<file path="src/rtl/zion_oh2bin_pkg.sv">
// Shared types, constants and helpers for the onehot-to-binary stream encoder.
// Latency: none (package only).
// Backpressure: n/a.
package zion_oh2bin_pkg;

  // Width of the saturating error counter.
  localparam int ERR_CNT_W = 16;

  // Widest onehot vector the priority finder accepts; callers zero-extend.
  localparam int OH_MAX_W = 64;

  // Priority find-first-set: index of the lowest set bit, 0 when no bit is set.
  function automatic logic [31:0] oh_lowest_idx(input logic [OH_MAX_W-1:0] i_vec);
    oh_lowest_idx = '0;
    for (int k = OH_MAX_W - 1; k >= 0; k--) begin
      if (i_vec[k]) oh_lowest_idx = 32'(k);
    end
  endfunction

endpackage

</file>
<file path="src/rtl/zion_oh2bin_stream_enc_if.sv">
// Valid/ready bundle for the onehot-to-binary stream encoder (input and output sides).
// Latency: none (wiring only).
// Backpressure: iRdy/oRdy carried as plain handshake wires.
interface zion_oh2bin_stream_enc_if
  import zion_oh2bin_pkg::*;
#(
  parameter int WIDTH_IN  = 8,
  parameter int WIDTH_OUT = 4
);
  logic                 iVld;
  logic                 iRdy;
  logic [WIDTH_IN-1:0]  iDat;
  logic                 oVld;
  logic                 oRdy;
  logic [WIDTH_OUT-1:0] oDat;
  logic                 oErr;

  // Producer/consumer side (drives the encoder).
  modport master (output iVld, iDat, oRdy, input iRdy, oVld, oDat, oErr);
  // Encoder side.
  modport slave  (input iVld, iDat, oRdy, output iRdy, oVld, oDat, oErr);
endinterface

</file>
<file path="src/rtl/zion_skid_buf2.sv">
// Generic 2-entry valid/ready buffer with registered head and ready.
// Latency: 1 cycle from push into an empty buffer to o_pop_vld.
// Backpressure: o_push_rdy depends only on the stored count, never on i_pop_rdy.
module zion_skid_buf2
  import zion_oh2bin_pkg::*;
#(
  parameter int W = 8
) (
  input  logic         clk,
  input  logic         rst,
  input  logic         i_push_vld,
  output logic         o_push_rdy,
  input  logic [W-1:0] i_push_dat,
  output logic         o_pop_vld,
  input  logic         i_pop_rdy,
  output logic [W-1:0] o_pop_dat
);
  logic [W-1:0] r_mem [2];
  logic         r_wptr;
  logic         r_rptr;
  logic [1:0]   r_cnt;
  logic         w_push;
  logic         w_pop;

  assign o_push_rdy = (r_cnt != 2'd2);
  assign o_pop_vld  = (r_cnt != 2'd0);
  assign w_push     = i_push_vld & o_push_rdy;
  assign w_pop      = o_pop_vld & i_pop_rdy;
  assign o_pop_dat  = r_mem[r_rptr];

  // Storage, 1-bit wrapping pointers and occupancy; a concurrent push lands behind the head.
  always_ff @(posedge clk) begin
    if (rst) begin
      for (int k = 0; k < 2; k++) r_mem[k] <= '0;
      r_wptr <= 1'b0;
      r_rptr <= 1'b0;
      r_cnt  <= 2'd0;
    end else begin
      if (w_push) begin
        r_mem[r_wptr] <= i_push_dat;
        r_wptr        <= ~r_wptr;
      end
      if (w_pop) r_rptr <= ~r_rptr;
      case ({w_push, w_pop})
        2'b10:   r_cnt <= r_cnt + 2'd1;
        2'b01:   r_cnt <= r_cnt - 2'd1;
        default: r_cnt <= r_cnt;
      endcase
    end
  end

endmodule

</file>
<file path="src/rtl/zion_oh2bin_stream_enc.sv">
// Streaming onehot-to-binary encoder: oDat = START + idx*STEP, oErr flags zero/multi-hot.
// Latency: 1 cycle from accepted input to oVld; optional error counter via ZION_OH2BIN_STREAM_ENC_ERR_CNT_EN.
// Backpressure: 2-entry buffer; iRdy is registered state only, no combinational path from oRdy.
module zion_oh2bin_stream_enc
  import zion_oh2bin_pkg::*;
#(
  parameter int WIDTH_IN  = 8,
  parameter int WIDTH_OUT = 4,
  parameter int START     = 0,
  parameter int STEP      = 1
) (
  input  logic                   clk,
  input  logic                   rst,
`ifdef ZION_OH2BIN_STREAM_ENC_ERR_CNT_EN
  output logic [ERR_CNT_W-1:0]   oErrCnt,
`endif
  zion_oh2bin_stream_enc_if.slave bus
);
  typedef struct packed {
    logic                 err;
    logic [WIDTH_OUT-1:0] dat;
  } oh2bin_ent_t;

  localparam int ENT_W = $bits(oh2bin_ent_t);

  logic [OH_MAX_W-1:0] w_vec;
  logic [31:0]         w_idx;
  logic [31:0]         w_enc32;
  logic                w_zero;
  logic                w_multi;
  oh2bin_ent_t         w_ent;
  oh2bin_ent_t         w_head;

  // Elaboration-time sanity of the code mapping; ignored by synthesis.
  initial begin : p_param_chk
    if (longint'(START) + longint'(WIDTH_IN - 1) * longint'(STEP) > (longint'(1) << WIDTH_OUT) - 1) begin
      $error("zion_oh2bin_stream_enc: highest code does not fit in WIDTH_OUT");
`ifdef CHECK_ERR_EXIT
      $finish;
`endif
    end
    if (STEP < 1) begin
      $error("zion_oh2bin_stream_enc: STEP must be >= 1");
`ifdef CHECK_ERR_EXIT
      $finish;
`endif
    end
  end

  // Encode ahead of the buffer: lowest set bit wins, zero-hot maps to START.
  always_comb begin
    w_vec     = OH_MAX_W'(bus.iDat);
    w_idx     = oh_lowest_idx(w_vec);
    w_enc32   = 32'(START) + w_idx * 32'(STEP);
    w_zero    = (w_vec == '0);
    w_multi   = ((w_vec & (w_vec - OH_MAX_W'(1))) != '0);
    w_ent     = '0;
    w_ent.dat = WIDTH_OUT'(w_enc32);
    w_ent.err = w_zero | w_multi;
  end

  zion_skid_buf2 #(.W(ENT_W)) u_buf (
    .clk        (clk),
    .rst        (rst),
    .i_push_vld (bus.iVld),
    .o_push_rdy (bus.iRdy),
    .i_push_dat (w_ent),
    .o_pop_vld  (bus.oVld),
    .i_pop_rdy  (bus.oRdy),
    .o_pop_dat  (w_head)
  );

  assign bus.oDat = w_head.dat;
  assign bus.oErr = w_head.err;

`ifdef ZION_OH2BIN_STREAM_ENC_ERR_CNT_EN
  logic                 w_push;
  logic [ERR_CNT_W-1:0] r_err_cnt;

  assign w_push  = bus.iVld & bus.iRdy;
  assign oErrCnt = r_err_cnt;

  // Count accepted bad vectors, sticking at all-ones instead of wrapping.
  always_ff @(posedge clk) begin
    if (rst) begin
      r_err_cnt <= '0;
    end else if (w_push && w_ent.err && (r_err_cnt != '1)) begin
      r_err_cnt <= r_err_cnt + ERR_CNT_W'(1);
    end
  end
`endif

endmodule

</file>
<file path="src/flat_wrapper.sv">
// flat-port wrapper written by rule: the top's interface ports become plain ports
module zion_oh2bin_stream_enc_flat import zion_oh2bin_pkg::*;
#(
  parameter int WIDTH_IN  = 8,
  parameter int WIDTH_OUT = 4,
  parameter int START     = 0,
  parameter int STEP      = 1
)
  (clk, rst, bus_iVld, bus_iDat, bus_oRdy, bus_iRdy, bus_oVld, bus_oDat, bus_oErr);
  zion_oh2bin_stream_enc_if #(.WIDTH_IN(WIDTH_IN), .WIDTH_OUT(WIDTH_OUT)) bus_i ();
  input  logic clk;
  input  logic rst;
  input wire logic [$bits(bus_i.iVld)-1:0] bus_iVld;
  input wire logic [$bits(bus_i.iDat)-1:0] bus_iDat;
  input wire logic [$bits(bus_i.oRdy)-1:0] bus_oRdy;
  output wire logic [$bits(bus_i.iRdy)-1:0] bus_iRdy;
  output wire logic [$bits(bus_i.oVld)-1:0] bus_oVld;
  output wire logic [$bits(bus_i.oDat)-1:0] bus_oDat;
  output wire logic [$bits(bus_i.oErr)-1:0] bus_oErr;
  assign bus_i.iVld = bus_iVld;
  assign bus_i.iDat = bus_iDat;
  assign bus_i.oRdy = bus_oRdy;
  assign bus_iRdy = bus_i.iRdy;
  assign bus_oVld = bus_i.oVld;
  assign bus_oDat = bus_i.oDat;
  assign bus_oErr = bus_i.oErr;
  zion_oh2bin_stream_enc #(.WIDTH_IN(WIDTH_IN), .WIDTH_OUT(WIDTH_OUT), .START(START), .STEP(STEP)) u_core (.clk(clk), .rst(rst), .bus(bus_i));
endmodule
</file>
<file path="config.mk">
export PLATFORM = sky130hd
export DESIGN_NAME = zion_oh2bin_stream_enc_flat
export DESIGN_NICKNAME = d
export VERILOG_FILES = /design/src/rtl/zion_oh2bin_pkg.sv /design/src/rtl/zion_oh2bin_stream_enc_if.sv /design/src/rtl/zion_skid_buf2.sv /design/src/rtl/zion_oh2bin_stream_enc.sv /design/src/flat_wrapper.sv
export SDC_FILE = /design/constraint.sdc
export NUM_CORES = 1
export LEC_CHECK = 0
export CORE_MARGIN = 2
export CORE_UTILIZATION = 50
export CTS_CLUSTER_SIZE = 20
export DETAILED_ROUTE_END_ITERATION = 7
export GPL_ROUTABILITY_DRIVEN = 0
export GPL_TIMING_DRIVEN = 0
export HOLD_SLACK_MARGIN = 0.02
export PLACE_DENSITY = 0.84
export RECOVER_POWER = 50
export SLEW_MARGIN = 5
export SYNTH_ARGS = -nofsm -noshare
export SYNTH_HDL_FRONTEND = slang
export SYNTH_SLANG_ARGS = --single-unit
export TNS_END_PERCENT = 50
</file>
<file path="constraint.sdc">
create_clock -name clk -period 3.3 [get_ports clk]
set_clock_uncertainty 0.1 [all_clocks]
set_input_delay 0.825 -clock clk [delete_from_list [all_inputs] [get_ports clk]]
set_output_delay 0.825 -clock clk [all_outputs]
set_load 0.05 [all_outputs]
</file>
* Word-level counts from Yosys, hierarchy flattened
Memories as Yosys holds them, arrays and structs flattened. A register that Yosys moved wholly into a read port is not among the register bits.
Index checks and enable logic that the tools add are counted.
** Word-level totals
- Register bits :: 4
- Bits in writable memories :: 8
- Input bits :: 12
- Logic and storage cells :: 40
- Memories :: 1
** Operators by class
- $add $sub $neg :: 3
- Equality and inequality tests :: 3
- Mux-type cells :: 19
- Bitwise operators :: 6
- Reduce and logical (&&, ||, !) cells :: 5
** Memories
- u_core.u_buf.r_mem :: words 2, width 4, read ports 1, clocked after memory_dff 1, write ports 2, RTL line zion_skid_buf2.sv:18 : logic [W-1:0] r_mem [2];
** Operator list (number)
- $and 8x64->64 :: 1
- $reduce_bool 64->1 :: 1
- $mux 3 :: 8
- $mux 1 :: 9
- $sub 8x1->9 const B :: 1
- $logic_not 8->1 :: 1
- $mux 4 :: 1
- $pmux 2 s2 :: 1
- $reduce_bool 2->1 :: 2
- $reduce_or 4->1 :: 1
- $add 2x1->2 const B :: 1
- $and 1x1->1 :: 2
- $eq 2x1->1 const B :: 1
- $eq 2x2->1 const B :: 1
- $ne 2x2->1 const B :: 1
- $not 1->1 :: 2
- $sub 2x1->2 const B :: 1
- $or 1x1->1 :: 1

* Longest topological paths before layout
- Word-level depth :: 9
- Depth in mapped cells :: 6
- Mapped depth without buffers :: 6

* Modules after synthesis
A second synthesis with hierarchy kept.
** Second synthesis, totals
- Cells, all modules :: 82
- Area total of the unflattened synthesis :: 832.0 µm²
** Modules (own cells, without submodules)
- zion_skid_buf2 :: times used 1, cells an instance 56, area each 659.4 µm²
- zion_oh2bin_stream_enc :: times used 1, cells an instance 26, area each 172.7 µm²

* Least setup slack after synthesis
OpenSTA, ideal clock, no wires.
- Path type :: flip-flop to flip-flop
- Start :: reg u_core.u_buf.r_cnt[1]
- End :: reg u_core.u_buf.r_cnt[1]
- Data arrival time :: 1.745 ns
- Required time :: 3.130 ns
- Path slack :: 1.385 ns
- Cell stages (with the launch flop) :: 6
- Buffers on the path :: 0
- Clock period less this slack :: 1.915 ns
- Path through :: dfxtp_1 -> or2_2 -> and2_1 -> ha_1 -> or3_1 -> a21oi_1
** On the way
- Longest elaborated chain between the ends :: 4
- Elaborated cells between the ends (all ways) :: 10
- Those cells by class :: 2 x add/sub; 3 x eq/ne; 1 x mux; 2 x bitwise; 2 x reduce/logical
** RTL lines
- from (decl) :: RTL line zion_skid_buf2.sv:21 : logic [1:0] r_cnt;
- from (signal assigned) :: RTL line zion_skid_buf2.sv:45 : 2'b10: r_cnt <= r_cnt + 2'd1;
- from (signal assigned) :: RTL line zion_skid_buf2.sv:46 : 2'b01: r_cnt <= r_cnt - 2'd1;
- from (signal assigned) :: RTL line zion_skid_buf2.sv:47 : default: r_cnt <= r_cnt;
- $reduce_bool 2->1 * :: RTL line zion_skid_buf2.sv:26 : assign o_pop_vld = (r_cnt != 2'd0);
- named net bus_oVld :: RTL line flat_wrapper.sv:17 : output wire logic [$bits(bus_i.oVld)-1:0] bus_oVld;
- $and 1x1->1 * :: RTL line zion_skid_buf2.sv:28 : assign w_pop = o_pop_vld & i_pop_rdy;
- named net u_core.u_buf.w_pop :: RTL line zion_skid_buf2.sv:23 : logic w_pop;
- $eq 2x1->1 / $eq 2x2->1 (equally long branches) :: RTL line zion_skid_buf2.sv:44 : case ({w_push, w_pop})
- $pmux 2 s2 / $reduce_bool 2->1 (equally long branches)
Mark *: on every way through the listed nets, which the timed path passes. The rest lies on a longest branch.
A chain may end at the register's enable or synchronous reset.

==> flow_summary_export.csv <==
group,metric,value,unit
floorplan,num_rows,13,
pwr,p_sw_share,41.1,%
global_route,grt_usage,18.3,%
floorplan,io_pins,19,
sta,tightest_slew,0.498,ns
critical_path,cp_slowest_cell,"clkdlybuf4s50_1",
pwr,clock_power_share,14.5,%
yosys,syn-num-nets,82,
detailed_routing,via_count,554,
pwr,pwr_density_cell,741,nW/um^2
yosys,synth_area_per_cell,10.5,sq um
clock_tree,clock_tree.root_cell,"clkbuf_4",
critical_path,critPathMaxFanout,4,
critical_path,crit_type,"reg2out",
run_status,status,"completed",
global_route,grt_max_degree,10,
pwr,p_sw,278,uW
global_route,grt_pass1_vias,559,
placed_design,portBuffers,16,
finish,layout_common_cells,"clkdlybuf4s50_1 (14), nor2_1 (12), edfxtp_1 (8)",
detailed_routing,routedWlPerCell,13.0,microns
sta,setup_violations,0,
detailed_routing,first_pass_iters,4,
finish,nFillCells,101,
clock_tree,h-tree-depth,1,
floorplan,die_x,42,microns
pwr,power.internal,399,uW
critical_path,cp-end-kind,"output pin",
critical_path,crit_family,"buffers and inverters",
sta,fmax,373,MHz
detailed_routing,viasPerCell,5.33,
finish,antennaDiodeCount,0,
sta,min_period,2.68,ns
global_route,antenna_found_initial,0,
detailed_routing,drt_iter0_drc,14,
floorplan,dieArea,1760,sq um
sta,slew_headroom,66.7,%
floorplan,core_area,1320,sq um
yosys,syn_area,722,sq um
detailed_routing,drtAntennaViolNets,0,
sta,fin_crit_sh,81.3,%
yosys,seq_area_frac_synth,47.1,%
global_route,grt_overflow_total,0,
clock_tree,cts_setup_buffers,0,
critical_path,worstPathCellList,"mux2_2, clkdlybuf4s50_1",
pwr,power_frac_seq,36.3,%
detailed_routing,routed_wl,1.35,mm
critical_path,worstPathRequired,2.37,ns
sta,slew_violations,0,
run,drv_cap,0,
yosys,ys_ff_latch,13,
clock_tree,clk_latency,0.27,ns
detailed_routing,remaining_drc_errors,0,
global_route,grt_pass1_wl,2.45,mm
clock_tree,cts.clk_slew.worst_paths,0.08,ns
sta,finalSetupTns,0,ns
clock_tree,cts_resized,0,
critical_path,cp_data_arrival_time,1.76,ns
finish,area_growth,26.7,%
pwr,pwr-share-comb,49.1,%
clock_tree,cts-buffers-inserted,3,
clock_tree,cts_sinks,13,
min_path,min_path_type,"reg2reg",
finish,fin_area,915,sq um
critical_path,crit_buf_inv,1,
sta,holdWs,0.430,ns
clock_tree,clockBufferDepth,2,
yosys,yosysWarnings,0,
clock_tree,hold_buffers,0,
placed_design,hpwl,1.08,mm
sta,hold_viol,0,
critical_path,slowest_delay,0.70,ns
pwr,p_leak,0.000345,uW
finish,final_common_cell,"clkdlybuf4s50_1",
floorplan,die_h,42,microns
sta,rsz0062_at_grt,"no",
critical_path,startpoint_type,"flip-flop",
clock_tree,cts_tree,"done",
yosys,synth_cell_type_count,32,
placed_design,place_area,901,sq um
finish,drive_above_1_share,14.6,%
pwr,peakVddDrop,0.517,mV
finish,num-nets-final,103,
floorplan,initial_core_util,54.8,%
yosys,synth_cells,69,
==> kinds of logic after synthesis <==
logic type / share of synthesized area [%]
XOR/XNOR: 4.85
buffers and inverters: 2.77
AND/OR/NAND/NOR: 22.2
AO/OA/AOI/OAI: 14.6
multiplexers: 6.24
other: 0.519
flip-flops: 47.1
adder cells (fa/ha/maj): 1.73
==> layout make-up <==
class | instances | area (sq um) | share of cell area [%]
buffer | 2 | 12.5 | 1.37
clock buffer | 4 | 26.3 | 2.87
multi-input combinational | 52 | 349 | 38.2
inverter | 2 | 7.51 | 0.821
timing repair buffer | 16 | 160 | 17.5
tap | 15 | 18.8 | 2.05
sequential | 13 | 340 | 37.2
==> metrics by stage <==
stage	total power (uW)	util [%]	cells	setup WS, ns
2_1_floorplan	492	-	69	1.39
3_3_place_gp	581	68.4	100	0.751
3_5_place_dp	591	68.4	100	0.677
4_1_cts	691	70.4	104	0.600
5_1_grt	722	69.4	104	0.546
6_report	677	69.4	104	0.617
==> final timing paths <==
path	start	endpoint	slack, ns	cells past startpoint
worst max-delay path	flip-flop	bus_oDat[0]	0.62	2
worst min-delay path	u_core.u_buf.r_rptr	u_core.u_buf.r_rptr	0.43	2
worst max register to register	u_core.u_buf.r_cnt[1]	u_core.u_buf.r_cnt[1]	1.44	5
worst min register to register	u_core.u_buf.r_rptr	u_core.u_buf.r_rptr	0.43	2
==> flip-flops by register name, indices dropped and copies added (netlist names), named ones only <==
| register | cells |
|---|---|
| u_core.u_buf.r_rptr | 1 |
| u_core.u_buf.r_wptr | 1 |
| u_core.u_buf.r_mem | 8 |
| u_core.u_buf.r_cnt | 2 |
==> worst reg2reg max path, stage by stage, from the launching register on <==
cell,delay (ns)
dfxtp_1,0.35
or2_2,0.31
and2_0,0.20
ha_1,0.33
or3_1,0.35
a21oi_1,0.15
==> power by group through the flow <==
stage	Sequential, uW	Clock [uW]	Combinational (uW)
after floorplan	242	0	250
after global placement	247	0	334
after detailed placement	250	0	341
after CTS	247	102	342
after global routing	252	111	358
final	246	98.6	333
==> layer usage <==
metal	vias up	wire length, microns	track usage, %
met5	-	0	0
met4	0	0	5.81
li1	289	-	-
met2	17	691	30.6
met1	248	595	22.5
met3	0	68	5.17
==> cells in the mapped netlist <==
cell       n  share of area (%)
clkbuf_2   1               0.69
o21ai_0    1               0.69
o211ai_1   2                2.1
a211oi_2   1                1.7
a211oi_1   3                3.1
nand3b_1   1                1.0
or3_4      1                1.6
or3_1      1               0.87
mux2_2     4                6.2
nand4b_1   1                1.2
buf_4      1                1.0
nand2_4    1                1.6
conb_1     1               0.52
nor2b_1    2                1.7
nor4_2     1                1.7
ha_1       1                1.7
nor3_1     1               0.69
nand2b_1   1               0.87
nand2_1    2                1.0
o21bai_1   2                2.1
inv_1      2                1.0
edfxtp_1   8                 33
nand2b_4   1                1.9
xor2_1     2                2.4
a21o_1     1                1.0
or2_2      1               0.87
and2_1     1               0.87
xnor2_1    2                2.4
o31ai_1    1                1.0
dfxtp_1    5                 14
a21oi_1    4                2.8
nor2_1    12                6.2
(Power assumes the default switching activity.)
